--- src/rtl/rx_8b10b_decoder.sv ---
// rx_8b10b_decoder: 8b/10b receive decoder with running-disparity
// tracking, violation flags and a saturating error counter.
module rx_8b10b_decoder #(
  parameter logic RD_INIT = 1'b0
) (
  input  logic       Bit_Rate_10,
  input  logic       Rst,
  input  logic       enable,
  input  logic [9:0] Data_10,
  output logic [7:0] Data_8,
  output logic       K_flag,
  output logic       disp_err,
  output logic       code_err,
  output logic       valid,
  output logic       rd_state,
  output logic [7:0] err_cnt
);

  typedef enum logic {RD_NEG = 1'b0, RD_POS = 1'b1} rd_t;

  rd_t        rd_q, rd6, rd4;
  logic [5:0] sb6;
  logic [3:0] sb4, sb4d;
  logic [2:0] n6, n4;
  logic [4:0] d5;
  logic [2:0] d3;
  logic       v6, v4, de6, de4;
  logic       k28, kx7, alt7, p7, bad_pair;
  logic [3:0] alt_ok, p7_bad;
  logic       cerr, derr, kflag;

  assign sb6 = Data_10[9:4];
  assign sb4 = Data_10[3:0];
  assign n6  = 3'($countones(sb6));
  assign n4  = 3'($countones(sb4));
  assign k28 = (sb6 == 6'b001111) || (sb6 == 6'b110000);
  // K28 at RD+ carries the complemented fghj
  assign sb4d = (sb6 == 6'b110000) ? ~sb4 : sb4;

  always_comb begin
    v6 = 1'b1;
    d5 = 5'd0;
    case (sb6)
      6'b100111, 6'b011000: d5 = 5'd0;
      6'b011101, 6'b100010: d5 = 5'd1;
      6'b101101, 6'b010010: d5 = 5'd2;
      6'b110001:            d5 = 5'd3;
      6'b110101, 6'b001010: d5 = 5'd4;
      6'b101001:            d5 = 5'd5;
      6'b011001:            d5 = 5'd6;
      6'b111000, 6'b000111: d5 = 5'd7;
      6'b111001, 6'b000110: d5 = 5'd8;
      6'b100101:            d5 = 5'd9;
      6'b010101:            d5 = 5'd10;
      6'b110100:            d5 = 5'd11;
      6'b001101:            d5 = 5'd12;
      6'b101100:            d5 = 5'd13;
      6'b011100:            d5 = 5'd14;
      6'b010111, 6'b101000: d5 = 5'd15;
      6'b011011, 6'b100100: d5 = 5'd16;
      6'b100011:            d5 = 5'd17;
      6'b010011:            d5 = 5'd18;
      6'b110010:            d5 = 5'd19;
      6'b001011:            d5 = 5'd20;
      6'b101010:            d5 = 5'd21;
      6'b011010:            d5 = 5'd22;
      6'b111010, 6'b000101: d5 = 5'd23;
      6'b110011, 6'b001100: d5 = 5'd24;
      6'b100110:            d5 = 5'd25;
      6'b010110:            d5 = 5'd26;
      6'b110110, 6'b001001: d5 = 5'd27;
      6'b001110, 6'b001111,
      6'b110000:            d5 = 5'd28;
      6'b101110, 6'b010001: d5 = 5'd29;
      6'b011110, 6'b100001: d5 = 5'd30;
      6'b101011, 6'b010100: d5 = 5'd31;
      default:              v6 = 1'b0;
    endcase
  end

  always_comb begin
    v4 = 1'b1;
    d3 = 3'd0;
    case (sb4d)
      4'b1011, 4'b0100: d3 = 3'd0;
      4'b1001:          d3 = 3'd1;
      4'b0101:          d3 = 3'd2;
      4'b1100, 4'b0011: d3 = 3'd3;
      4'b1101, 4'b0010: d3 = 3'd4;
      4'b1010:          d3 = 3'd5;
      4'b0110:          d3 = 3'd6;
      4'b1110, 4'b0001,
      4'b0111, 4'b1000: d3 = 3'd7;
      default:          v4 = 1'b0;
    endcase
  end

  // Which alternate-7 fghj a 6b block may take, and which primary-7 it may not
  always_comb begin
    alt_ok = 4'b0000;
    p7_bad = 4'b0000;
    kx7    = 1'b0;
    case (sb6)
      6'b100011, 6'b010011, 6'b001011: begin
        alt_ok = 4'b0111;
        p7_bad = 4'b1110;
      end
      6'b110100, 6'b101100, 6'b011100: begin
        alt_ok = 4'b1000;
        p7_bad = 4'b0001;
      end
      6'b000101, 6'b001001, 6'b010001, 6'b100001: begin
        alt_ok = 4'b0111;
        kx7    = 1'b1;
      end
      6'b111010, 6'b110110, 6'b101110, 6'b011110: begin
        alt_ok = 4'b1000;
        kx7    = 1'b1;
      end
      6'b001111: alt_ok = 4'b1000;
      6'b110000: alt_ok = 4'b0111;
      default: ;
    endcase
  end

  assign alt7 = (sb4 == 4'b0111) || (sb4 == 4'b1000);
  assign p7   = (sb4 == 4'b1110) || (sb4 == 4'b0001);
  assign bad_pair = (alt7 && (sb4 != alt_ok)) ||
                    (p7 && ((sb4 == p7_bad) || k28));

  always_comb begin
    rd6 = rd_q;
    de6 = 1'b0;
    unique case (1'b1)
      sb6 == 6'b000111: begin rd6 = RD_POS; de6 = (rd_q == RD_NEG); end
      sb6 == 6'b111000: begin rd6 = RD_NEG; de6 = (rd_q == RD_POS); end
      n6 > 3'd3:        begin rd6 = RD_POS; de6 = (rd_q == RD_POS); end
      n6 < 3'd3:        begin rd6 = RD_NEG; de6 = (rd_q == RD_NEG); end
      default: ;
    endcase
  end

  always_comb begin
    rd4 = rd6;
    de4 = 1'b0;
    unique case (1'b1)
      sb4 == 4'b0011: begin rd4 = RD_POS; de4 = (rd6 == RD_NEG); end
      sb4 == 4'b1100: begin rd4 = RD_NEG; de4 = (rd6 == RD_POS); end
      n4 > 3'd2:      begin rd4 = RD_POS; de4 = (rd6 == RD_POS); end
      n4 < 3'd2:      begin rd4 = RD_NEG; de4 = (rd6 == RD_NEG); end
      default: ;
    endcase
  end

  assign derr  = de6 | de4;
  assign cerr  = !v6 || !v4 || bad_pair;
  assign kflag = !cerr && (k28 || (kx7 && alt7));

  always_ff @(posedge Bit_Rate_10 or negedge Rst) begin
    if (!Rst) begin
      rd_q     <= rd_t'(RD_INIT);
      Data_8   <= 8'h00;
      K_flag   <= 1'b0;
      disp_err <= 1'b0;
      code_err <= 1'b0;
      valid    <= 1'b0;
      err_cnt  <= 8'h00;
    end else begin
      valid    <= enable;
      disp_err <= 1'b0;
      code_err <= 1'b0;
      if (enable) begin
        rd_q     <= rd4;
        Data_8   <= {d3, d5};
        K_flag   <= kflag;
        disp_err <= derr;
        code_err <= cerr;
        if ((derr || cerr) && (err_cnt != 8'hFF))
          err_cnt <= err_cnt + 8'd1;
      end
    end
  end

  assign rd_state = rd_q;

endmodule

--- config.mk ---
export PLATFORM = sky130hd
export DESIGN_NAME = rx_8b10b_decoder
export DESIGN_NICKNAME = d
export VERILOG_FILES = /design/src/rtl/rx_8b10b_decoder.sv
export SDC_FILE = /design/constraint.sdc
export NUM_CORES = 1
export LEC_CHECK = 0
export ABC_AREA = 1
export ABC_CLOCK_PERIOD_IN_PS = 2900
export CORE_ASPECT_RATIO = 2
export CORE_MARGIN = 3
export CORE_UTILIZATION = 50
export DETAILED_ROUTE_END_ITERATION = 7
export PLACE_DENSITY = 0.74
export SKIP_CTS_REPAIR_TIMING = 1
export SYNTH_ARGS = -nofsm -noshare
export SYNTH_HDL_FRONTEND = slang
export SYNTH_SLANG_ARGS = --single-unit
--- constraint.sdc ---
create_clock -name Bit_Rate_10 -period 2.9 [get_ports Bit_Rate_10]
set_input_delay 0.435 -clock Bit_Rate_10 [delete_from_list [all_inputs] [get_ports Bit_Rate_10]]
set_output_delay 0.435 -clock Bit_Rate_10 [all_outputs]
set_load 0.02 [all_outputs]
==> results_dict.tcl <==
set metrics [dict create \
    gp_congestion 1.007 \
    min_period_over_period_pct 107.1 \
    hp-start "Data_8[0]" \
    io_pins 34 \
    violations "setup timing" \
    yosysSeqAreaShare_pct 20.79 \
    clock_skew_ns 0.003775 \
    synthXorXnorAreaFrac_pct 1.733 \
    post-route-util_pct 70.37 \
    max_stage_delay_ns 0.52 \
    rows 36 \
    fp.dieH_um 106.5 \
    first_pass_iters 6 \
    p_per_area_nw_per_um2 373.5 \
    critPathLaunchType "input pin" \
    critPathBufInv 7 \
    muxShareOfSynthArea_pct 0 \
    grt_setup_unrepaired "true" \
    synth_fp_nets 442 \
    synth-compound-area-share_pct 8.267 \
    hold_path_class "reg -> reg" \
    clkTransAtPathRegs_ns 0.07 \
    hpwlAfterDp_um 6987 \
    power_leakage_uw 0.001902 \
    peakVddDrop_v 0.0003592 \
    holdPathStages 1 \
    met2_usage_pct 56.45 \
    final_cell_mix "118 x nand2_1, 60 x nor2_1, 54 x buf_4, 41 x nand3_1, 37 x inv_1" \
    final_layout_size_suffix_gt1_share_pct 21.08 \
    antenna_cells 0 \
    cp_slowest_cell "fa_1" \
    vias 3132 \
    grt.busiest_layer "met2" \
    final_net_count 529 \
    critPathKind "in -> reg" \
    hold_viol_final 0 \
    worstMarginPinSlew_ns 0.8902 \
    tns_ns -1.538 \
    rr_startpoint "err_cnt[0]" \
    syn_area_um2 2527 \
    drt_iter0_drc 274 \
    clock_latency_ns 0.26 \
    synthCells 412 \
    track_usage_pct 30.41 \
    wirelength_um 8592 \
    cts_root_buf "clkbuf_8" \
    r2r_end "err_cnt[2]" \
    final_common_cell "nand2_1" \
    ant_nets 0 \
    numPortBuffers 33 \
    setup_viol 8 \
    via_per_inst 5.643 \
    cts_buffer_depth 2 \
    fmax_ghz 0.3220 \
    clock_sinks 21 \
    synthSimpleGateAreaFrac_pct 51.19 \
    r2r_cells 7 \
    die_width_um 56.28 \
    grt_overflow_total 0 \
    fin_area_um2 3423 \
    cts_tree "built" \
    grt_pass1_wl_um 14500 \
    wl_per_cell_um 15.48 \
    cp.required_ns 3.10 \
    whs_endpoint "Data_8[0]" \
    synthAdderAreaFrac_pct 9.604 \
    worstPathCellList "buf_8, fa_1, inv_1, fa_1, inv_2, ha_4, inv_2, fa_1, inv_1, nand2_1, o21ai_2, inv_1, o21ai_1, nand3_1, inv_2, nand3_4, nand3_4, nand2_2, nand2_1" \
    synth_top_family_by_area "simple AND/OR/NAND/NOR gates" \
    path_max_fanout 8 \
    synth_cell_types 32 \
    slew_viol_final 0 \
    syn_to_final_growth_pct 35.45 \
    timing.final.ws_setup_ns -0.2055 \
    grt_util_met1_pct 29.39 \
    route.detailed.drc 0 \
    yosys_warnings 0 \
    ys_seq_elements 21 \
    h-tree-depth 1 \
    dpl_cell_area_um2 3349 \
    endpoint_kind "register" \
    r2r_slack_ns 1.01 \
    cap_violations 0 \
    globalRouteMet3Util_pct 2.916 \
    numCtsBuffers 3 \
    status "finished, violations left" \
    cp.arrival_ns 3.31 \
    grt_pass1_vias 3186 \
    slew_headroom_pct 40.47 \
    fp.coreArea_um2 4865 \
    die_area_um2 5996 \
    grt_max_degree 22 \
    critPathTopFamily "adder cells" \
    antenna_found_initial 0 \
    initial_utilization_pct 51.95 \
    syn_area_per_cell_um2 6.135 \
    finalCriticalPeriod_ns 3.105 \
]
layer usage:
metal	wire [µm]	part of all wire, %
met1	2844	33
met5	0	0
met2	4709	55
met4	682	7.9
met3	357	4.2
report_power, final:
group / internal [µW] / switching (µW) / leakage, µW
combinational: 292 / 385 / 0.00161
clock: 95.9 / 95.4 / 0.0000255
sequential: 349 / 61.5 / 0.000266
total: 737 / 542 / 0.00190
cells by family (layout without fill, tap and decap cells):
kind of cell    after synthesis  count (layout)
flops                        21              21
compound gates               37              37
simple gates                280             281
xor+xnor                      5               5
fa+ha+maj                    17              17
buf+inv                      52             137
cell usage after synthesis (all sizes together):
library cell    n  area [µm²]
o21ai          14       70.06
dfrtp          21       525.5
fa              4       80.08
nor4            5       31.28
xor2            5       43.79
nor3           11       55.05
o31ai           2       15.01
nand2         136       553.0
clkbuf          4       15.01
nand3          44       250.2
a21o            2       15.01
buf             5       36.28
nor2           71       322.8
o22ai           3       18.77
inv            43       161.4
o211ai          1       7.510
nand4          13       81.33
a21oi          11       55.05
a41oi           1       8.760
ha             13       162.7
a31oi           3       18.77
how the worst max path moves through the flow:
stage               start         end  cells after the start
2_1_floorplan  Data_10[4]  err_cnt[0]                     18
3_3_place_gp   Data_10[4]  err_cnt[0]                     17
3_5_place_dp   Data_10[4]  err_cnt[0]                     19
4_1_cts        Data_10[4]  err_cnt[2]                     19
5_1_grt        Data_10[7]  err_cnt[2]                     19
6_report       Data_10[7]  err_cnt[2]                     19
stage by stage:
step / setup WS, ns / std cells / hold slack (ns) / total power, µW
final: -0.2055 / 555 / 0.4989 / 1278
after global routing: -0.4126 / 555 / 0.5216 / 1366
after CTS: -0.5208 / 554 / 0.4979 / 1254
after detailed placement: -0.7949 / 550 / 0.4805 / 1060
after floorplan: -0.1317 / 412 / 0.1394 / 774.2
after global placement: -0.7104 / 550 / 0.4630 / 1043
state kept, by name, indices dropped and copies added (netlist names):
name      cells
disp_err      1
valid         1
Data_8        8
err_cnt       8
K_flag        1
code_err      1
rd_state      1
area by class of cell:
class                           count  area (µm²)
Sequential cell                    21       525.5
Clock buffer                        3       41.29
Tap cell                           57       71.32
Inverter                           43       161.4
Clock inverter                      1       5.005
Timing Repair Buffer               90       790.8
Fill cell                         442        1441
Multi-Input combinational cell    340        1828
No activity file was read; power rests on OpenSTA's default activity.
